$ cat config.mk
export PLATFORM = sky130hd
export DESIGN_NAME = direcc_sprite_param
export DESIGN_NICKNAME = d
export VERILOG_FILES = /design/src/rtl/direcc_pkg.sv /design/src/rtl/direcc_cfg_shadow.sv /design/src/rtl/direcc_sprite_param.sv
export SDC_FILE = /design/constraint.sdc
export NUM_CORES = 1
export LEC_CHECK = 0
export ABC_CLOCK_PERIOD_IN_PS = 3950
export CORE_AREA = 2 2 104 81
export DETAILED_ROUTE_END_ITERATION = 8
export DIE_AREA = 0 0 106 83
export HOLD_SLACK_MARGIN = 0.12
export MAX_ROUTING_LAYER = met4
export PLACE_DENSITY = 0.78
export SLEW_MARGIN = 20
export SYNTH_ARGS = -nofsm -noshare
export SYNTH_HDL_FRONTEND = slang
export SYNTH_SLANG_ARGS = --single-unit
$ cat constraint.sdc
create_clock -name clk -period 3.95 [get_ports clk]
set_input_delay 0.79 -clock clk [delete_from_list [all_inputs] [get_ports clk]]
set_output_delay 0.79 -clock clk [all_outputs]
set_load 0.05 [all_outputs]
$ cat src/rtl/direcc_pkg.sv
// Shared constants and types for the sprite address generator.
//   BP_X_DEF / BP_Y_DEF : default back porches (columns / rows)
//   COL_W / ROW_W       : scan coordinate widths
//   DELTA_W             : signed width of the origin-relative deltas
//   escala_e            : magnification encodings (log2)
//   cfg_t               : sprite configuration tuple
package direcc_pkg;

   localparam int unsigned BP_X_DEF = 216;
   localparam int unsigned BP_Y_DEF = 35;
   localparam int unsigned COL_W    = 11;
   localparam int unsigned ROW_W    = 10;
   localparam int unsigned DELTA_W  = 13;

   typedef enum logic [1:0] {
      EscX1    = 2'd0,
      EscX2    = 2'd1,
      EscX4    = 2'd2,
      EscX4Alt = 2'd3
   } escala_e;

   typedef struct packed {
      logic [COL_W-1:0] origen_x;
      logic [ROW_W-1:0] origen_y;
      logic [1:0]       escala;
   } cfg_t;

   localparam cfg_t CFG_RESET = '{origen_x: '0, origen_y: '0, escala: 2'(EscX2)};

   // Encoding 3 has no x8 meaning; it behaves as x4.
   function automatic logic [1:0] escala_eff(input logic [1:0] esc);
      return (esc == 2'(EscX4Alt)) ? 2'(EscX4) : esc;
   endfunction

endpackage

$ cat src/rtl/direcc_cfg_shadow.sv
// Pending/active configuration double buffer.
//   clk, rst_n    : clock, async active-low reset
//   cfg_valid     : configuration offer
//   cfg_ready     : pending slot free
//   cfg_in        : offered configuration tuple
//   inicio_trama  : frame-start pulse; promotes pending to active
//   active        : configuration used by the datapath
module direcc_cfg_shadow
   import direcc_pkg::*;
(
   input  logic clk,
   input  logic rst_n,
   input  logic cfg_valid,
   output logic cfg_ready,
   input  cfg_t cfg_in,
   input  logic inicio_trama,
   output cfg_t active
);

   cfg_t pending_q, pending_d;
   cfg_t active_q, active_d;
   logic pend_q, pend_d;

   always_comb begin
      pending_d = pending_q;
      active_d  = active_q;
      pend_d    = pend_q;
      // A slot filled in the same cycle as inicio_trama waits for the next frame
      // because promotion only looks at the already-registered pending flag.
      if (inicio_trama && pend_q) begin
         active_d = pending_q;
         pend_d   = 1'b0;
      end else if (cfg_valid && !pend_q) begin
         pending_d = cfg_in;
         pend_d    = 1'b1;
      end
   end

   always_ff @(posedge clk or negedge rst_n) begin
      if (!rst_n) begin
         pending_q <= '0;
         active_q  <= CFG_RESET;
         pend_q    <= 1'b0;
      end else begin
         pending_q <= pending_d;
         active_q  <= active_d;
         pend_q    <= pend_d;
      end
   end

   assign cfg_ready = ~pend_q;
   assign active    = active_q;

endmodule

$ cat src/rtl/direcc_sprite_param.sv
// Sprite ROM address generator: maps the scan position to a texel address of a
// magnified sprite placed at a configurable origin. Two pix_en-gated stages.
//   clk, rst_n              : clock, async active-low reset
//   pix_en                  : pixel-rate enable
//   Filas, Columnas         : current scan row / column
//   inicio_trama            : frame-start pulse
//   cfg_valid / cfg_ready   : configuration handshake
//   cfg_origen_x/_y, cfg_escala : offered configuration
//   Address, addr_valid     : {row texel, column texel} and in-window flag
module direcc_sprite_param
   import direcc_pkg::*;
#(
   parameter int unsigned AX   = 3,
   parameter int unsigned AY   = 3,
   parameter int unsigned BP_X = BP_X_DEF,
   parameter int unsigned BP_Y = BP_Y_DEF
) (
   input  logic               clk,
   input  logic               rst_n,
   input  logic               pix_en,
   input  logic [ROW_W-1:0]   Filas,
   input  logic [COL_W-1:0]   Columnas,
   input  logic               inicio_trama,
   input  logic               cfg_valid,
   output logic               cfg_ready,
   input  logic [COL_W-1:0]   cfg_origen_x,
   input  logic [ROW_W-1:0]   cfg_origen_y,
   input  logic [1:0]         cfg_escala,
   output logic [AX+AY-1:0]   Address,
   output logic               addr_valid
);

   localparam int unsigned DW = DELTA_W;

   cfg_t cfg_in, act;

   assign cfg_in = '{origen_x: cfg_origen_x, origen_y: cfg_origen_y, escala: cfg_escala};

   direcc_cfg_shadow u_cfg_shadow (
      .clk          (clk),
      .rst_n        (rst_n),
      .cfg_valid    (cfg_valid),
      .cfg_ready    (cfg_ready),
      .cfg_in       (cfg_in),
      .inicio_trama (inicio_trama),
      .active       (act)
   );

   // Stage 1: origin-relative deltas and window test.
   logic [DW-1:0] dx, dy, lim_x, lim_y;
   logic [1:0]    esc;
   logic          in_win;

   assign dx  = DW'(Columnas) - DW'(BP_X) - DW'(act.origen_x);
   assign dy  = DW'(Filas) - DW'(BP_Y) - DW'(act.origen_y);
   assign esc = escala_eff(act.escala);

   assign lim_x = DW'(1 << AX) << esc;
   assign lim_y = DW'(1 << AY) << esc;

   // The MSB is the sign; a negative delta never passes.
   assign in_win = !dx[DW-1] && !dy[DW-1] && (dx < lim_x) && (dy < lim_y);

   logic [DW-1:0] s1_dx_q, s1_dy_q;
   logic [1:0]    s1_esc_q;
   logic          s1_in_q;

   always_ff @(posedge clk or negedge rst_n) begin
      if (!rst_n) begin
         s1_dx_q  <= '0;
         s1_dy_q  <= '0;
         s1_esc_q <= '0;
         s1_in_q  <= 1'b0;
      end else if (pix_en) begin
         s1_dx_q  <= dx;
         s1_dy_q  <= dy;
         s1_esc_q <= esc;
         s1_in_q  <= in_win;
      end
   end

   // Stage 2: demagnify by shifting with the scale the pixel entered with.
   logic [AX-1:0]    tex_x;
   logic [AY-1:0]    tex_y;
   logic [AX+AY-1:0] addr_d, addr_q;
   logic             vld_q;

   assign tex_x  = AX'(s1_dx_q >> s1_esc_q);
   assign tex_y  = AY'(s1_dy_q >> s1_esc_q);
   assign addr_d = s1_in_q ? {tex_y, tex_x} : '0;

   always_ff @(posedge clk or negedge rst_n) begin
      if (!rst_n) begin
         addr_q <= '0;
         vld_q  <= 1'b0;
      end else if (pix_en) begin
         addr_q <= addr_d;
         vld_q  <= s1_in_q;
      end
   end

   assign Address    = addr_q;
   assign addr_valid = vld_q;

endmodule

### Word-level counts from Yosys, hierarchy flattened

Index checks and enable logic that the tools add are counted.

| word-level totals | value |
|---|---|
| input port bits | 49 |
| RAM bits | 0 |
| memories | 0 |
| flip-flop bits (word level) | 83 |
| bits in read-only memories | 0 |
| word-level logic and storage cells | 39 |
| latch bits | 0 |
| output and inout bits | 8 |

| cells by class | value |
|---|---|
| shift operators | 3 |
| multipliers | 0 |
| magnitude comparators | 2 |
| reductions and logical operators | 10 |
| $add $sub $neg | 4 |
| equality and inequality tests | 1 |
| divide/modulo/power cells | 0 |
| mux-type cells | 4 |
| bitwise operators | 2 |

Operators with widths:

| operator | number |
|---|---|
| < comparator 13 bit | 2 |
| >> shifter 13 x 2 -> 3 bit | 2 |
| << shifter 4 x 2 -> 13 bit, first input constant | 1 |
| subtractor 12 x 12 -> 13 bit | 1 |
| subtractor 11 x 11 -> 12 bit | 1 |
| subtractor 11 x 8 -> 12 bit, second input constant | 1 |
| subtractor 10 x 6 -> 11 bit, second input constant | 1 |
| two-way mux 6 bit | 1 |
| logical AND 1 bit | 5 |
| logical NOT 1 bit | 3 |
| equality test 2 bit, second input constant | 1 |
| two-way mux 1 bit | 2 |
| two-way mux 2 bit | 1 |
| inverter 1 bit | 2 |
| AND reduction 2 bit | 1 |
| nonzero test 2 bit | 1 |

### Longest topological paths before layout

| depth | value |
|---|---|
| word-level depth | 6 |
| mapped depth | 17 |
| mapped depth without buffers | 17 |

### Hierarchy

Synthesis repeated with hierarchy kept, for this count alone.

| unflattened totals | value |
|---|---|
| cells, all modules | 380 |
| area, all modules | 4227.8 µm² |

Modules (own cells, without submodules):

| module | times used | cells each | area each (µm²) | seq. area each (µm²) |
|---|---|---|---|---|
| direcc_sprite_param | 1 | 278 | 2357.3 | 550.5 |
| direcc_cfg_shadow | 1 | 102 | 1870.5 | 1177.4 |

### Least setup slack after synthesis

Ideal clock, no wire load.

| timing path | value |
|---|---|
| path type | input -> register |
| start | input Filas[0] |
| end | register s1_in_q |
| data required time | 3.858 ns |
| slack | 0.485 ns |
| arrival time | 3.374 ns |
| library setup time | 0.092 ns |
| cell stages on the path | 15 |
| buffers on the path | 0 |
| cells stage by stage | ha_1 -> fa_1 -> a211oi_1 -> nor2_1 -> o21a_1 -> nor2_1 -> xnor2_1 -> ha_1 -> o21ai_0 -> a21oi_1 -> a311oi_1 -> o21ai_0 -> nor4_1 -> nand4_1 -> o31ai_2 |

| between the ends | value |
|---|---|
| longest elaborated chain between the ends | 6 |
| elaborated cells on any way between the ends | 7 |
| classes of those cells | 2 x add/sub; 1 x order compare; 4 x reduce/logical |

Ends and longest elaborated chain:

| what | line | RTL |
|---|---|---|
| start: declaration | direcc_sprite_param.sv:21 | `input logic [ROW_W-1:0] Filas,` |
| subtractor 10 x 6 -> 11 bit (*) | direcc_sprite_param.sv:55 | `assign dy = DW'(Filas) - DW'(BP_Y) - DW'(act.origen_y);` |
| subtractor 11 x 11 -> 12 bit (*) | direcc_sprite_param.sv:55 |  |
| branches (longest 3 deep; another with < comparator 13 bit) | - |  |
| logical AND 1 bit (*) | direcc_sprite_param.sv:62 | `assign in_win = !dx[DW-1] && !dy[DW-1] && (dx < lim_x) && (dy < lim_y);` |
| end signal: assignment | direcc_sprite_param.sv:78 | `s1_in_q <= in_win;` |
| end: declaration | direcc_sprite_param.sv:66 | `logic s1_in_q;` |

Mark *: on every way between the ends.
A chain may end at the register's enable or synchronous reset.

### Worst setup path in the final report

| timing path | value |
|---|---|
| start | input Columnas[3] |
| end | register s1_in_q |

| between the ends | value |
|---|---|
| longest elaborated chain between the ends | 6 |
| elaborated cells on any way between the ends | 7 |
| classes of those cells | 2 x add/sub; 1 x order compare; 4 x reduce/logical |

Ends and longest elaborated chain:

| what | line | RTL |
|---|---|---|
| start: declaration | direcc_sprite_param.sv:22 | `input logic [COL_W-1:0] Columnas,` |
| subtractor 11 x 8 -> 12 bit (*) | direcc_sprite_param.sv:54 | `assign dx = DW'(Columnas) - DW'(BP_X) - DW'(act.origen_x);` |
| subtractor 12 x 12 -> 13 bit (*) | direcc_sprite_param.sv:54 |  |
| branches (longest 2 deep; another with < comparator 13 bit) | - |  |
| logical AND 1 bit (*) (2 in series) | direcc_sprite_param.sv:62 |  |

Marks and branches as above.

==> impl_metrics.ini <==
[grt]
grt_pass1_vias = 3181
grt-ovfl-total = 0
grt_pass1_wl_mm = 14.6
track_usage_pct = 21.0
antenna_found_initial = 0
grt_max_degree = 33

[routing]
ant_nets = 0
vias_per_cell = 5.40
wl_per_cell_um = 14.3
wl_mm = 8.21
drtIter0Drc = 200
vias = 3107
first_pass_iters = 4
drc = 0

[setup_path]
cp-start-kind = input pin
critPathArrivalTime_ps = 3910
crit_fanout = 3
required_ps = 4200
endpoint_kind = flop
critPathKind = input pin to flop

[sta]
fmax_mhz = 273
min_period_ps = 3660
timing.final.hold_violations = 0
max_slew.worst_pin.slew_ps = 1060
rsz0062_at_grt = no
period_share_pct = 92.6
timing.hold.ws_ps = 500
slew_headroom_pct = 29.1
fin_worst_skew_ps = 5.81
maxSlewViolCount = 0
setup_viol_count_final = 0

[cells_and_area]
areaGrowthSynthToFinish_pct = 26.0
fin_area_sq_mm = 0.00524
fillCellCount = 596
diodes = 0
finish.utilization_pct = 67.6
drive_gt1_share_pct = 22.8
nets = 547

[synthesis]
yosysUniqueCellTypes = 47
yosysTopAreaCell = dfrtp_1
ys_seq_area_share_pct = 41.6
synth_commonest_cells = 68 x dfrtp_1, 58 x mux2_2, 38 x inv_1
synth_top_area_share_pct = 41.0
synth_flop_cell = dfrtp_1
syn-instance-count = 394
synth.area.mux_share_pct = 17.6
synthesis.area_sq_mm = 0.00416
synth.avg_cell_area_sq_um = 10.5
yosys-top-cells-area = dfrtp_1 41%, mux2_2 16%, ha_1 9.3%, inv_1 3.4%, xnor2_1 2.7%
synth_adder_area_share_pct = 10.3
synthSimpleGateAreaFrac_pct = 9.18
synth-xor-area-share_pct = 4.43
yosys_register_bits = 69
synth_edf_count = 0
ys_warn_count = 0
async_flop_share_pct = 100
yosysMostFrequentCell = dfrtp_1
synth_top_family_by_area = multiplexers
synth_compound_area_share_pct = 12.3

[floorplan]
die-area_sq_mm = 0.00880
core_area_sq_mm = 0.00774
die_y_um = 83
row_count = 28
start_util_pct = 53.7
ioPinCount = 57
die_w_um = 106

[power]
power.share.sequential_pct = 31.3
clkPwrFrac_pct = 21.9
pwr-share-comb_pct = 46.8
p_per_area_mw_per_mm2 = 667
power_switching_uw = 1230
netSwitchingFraction_pct = 35.1
peakVddDrop_mv = 0.353
internal_power_uw = 2270
p_total_uw = 3490
total_leakage_power_uw = 0.00231

[cts]
cts_inserted_buffers = 9
clk_pin_slew_ps = 70
cts_hold_buf = 0
worstSkewPairLatency_ps = 340
cts_max_level = 3
cts_buffer_depth = 2
cts_root_buf = clkbuf_8
cts_tree = yes
cts.sinks = 69

[placement]
globalplace.congestion = 0.880
hpwl_mm = 6.22
numPortBuffers = 56
postPlaceCellArea_sq_mm = 0.00491

[run]
cap_viol_max_count = 0

[status]
run_status = finished, final reports clean

[min_path]
hold_class = input pin to async pin
==> per-stage QoR <==
step                      setup WS (ps)  std cells  TNS, ps
final                               292        575        0
after global routing               49.5        575        0
after CTS                           120        575        0
after detailed placement           -212        559     -212
after global placement            -43.9        559    -43.9
after floorplan                     485        395        0
==> what timing repair did <==
item                                   CTS  global route
resized for setup                        0            16
endpoints found under the hold margin    0             0
setup endpoints to repair                0             1
buffers inserted                         0             0
==> cells in the final DEF (no fill, tap or decap), types with 3 or more instances in the layout <==
cell and count:
xor2_1 8, nor4_1 6, xnor2_1 13, o21a_1 5, o21bai_1 3, dlymetal6s2s_1 3, nor2_1 29, o21ai_0 14
mux2i_1 8, nand2_1 13, dfrtp_1 68, nor2b_1 4, clkdlybuf4s50_1 52, nand2b_1 4, mux2_2 58, inv_1 38
nor2b_2 3, o22ai_1 6, clkbuf_8 10, nand4_1 4, bufinv_16 4, buf_4 14, a211oi_1 4, ha_1 30
a21oi_1 19, nor3_1 6, o21ai_1 3
==> worst max-delay path: stages <==
cell	delay [ps]
clkdlybuf4s50_1	450
ha_1	320
ha_1	290
o21a_1	110
o31a_1	110
o21ai_1	160
nor2b_1	180
xnor2_1	140
ha_1	240
o21ai_0	80
a21oi_1	70
a311oi_1	190
o21ai_1	120
nor4_2	230
nand4_1	150
o31ai_2	260
==> power by group through the flow <==
stage / combinational, uW / sequential (uW) / clock (uW)
finish: 1640 / 1090 / 765
global route: 1870 / 1130 / 816
CTS: 1600 / 1090 / 783
detailed placement: 1580 / 1110 / 0
global placement: 1550 / 1090 / 0
floorplan: 1230 / 1030 / 0
==> sequential cells by signal, indices dropped and copies added, names as in the netlist <==
name / count
Address: 6
addr_valid: 1
s1_dx_q: 6
s1_dy_q: 6
s1_esc_q: 2
s1_in_q: 1
u_cfg_shadow.active: 23
u_cfg_shadow.pend_q: 1
u_cfg_shadow.pending_q: 23
==> area by class of cell <==
type                       instances  area [sq um]  area share [%]
sequential                        69          1730            33.0
clock inverter                     6           134            2.56
inverter                          38           143            2.72
timing repair buffer              70           668            12.8
clock buffer                      10           138            2.63
tap                              105           131            2.51
multi-input combinational        277          2290            43.8
==> routing by layer <==
layer  vias to the layer above  routed length [um]  share of wire, %  global-route usage, %
met3                         7                 315               3.8                   5.02
met4                         0                  55              0.67                   5.86
met5                         -                   0                 0                      -
li1                       1536                   -                 -                      -
met2                        55                3730                45                   30.7
met1                      1509                4110                50                   29.2
==> kinds of logic (layout without fill, tap and decap cells) <==
logic type,count (synthesis),count (layout)
AOI/OAI and AO/OA,76,76
adders and majority gates,33,33
and+or+nand+nor,79,79
DFF,69,69
buffers and inverters,49,124
muxes,66,66
xor gates and xnor gates,21,21
other,1,2
==> worst paths after layout <==
kind / start / endpoint / slack (ps) / cells after the start
worst max-delay path: Columnas[3] / s1_in_q$_DFFE_PN0P_ / 290 / 16
worst min-delay path: rst_n / u_cfg_shadow.pending_q[14]$_DFFE_PN0P_ / 500 / 1
worst max register to register: u_cfg_shadow.active[2]$_DFFE_PN0P_ / s1_in_q$_DFFE_PN0P_ / 760 / 15
worst min register to register: u_cfg_shadow.pending_q[19]$_DFFE_PN0P_ / u_cfg_shadow.active[19]$_DFFE_PN0P_ / 500 / 1
max in group asynchronous: rst_n / u_cfg_shadow.active[0]$_DFFE_PN1P_ / 2680 / 2
min in group clk: u_cfg_shadow.pending_q[19]$_DFFE_PN0P_ / u_cfg_shadow.active[19]$_DFFE_PN0P_ / 500 / 1
(Power assumes the default switching activity.)
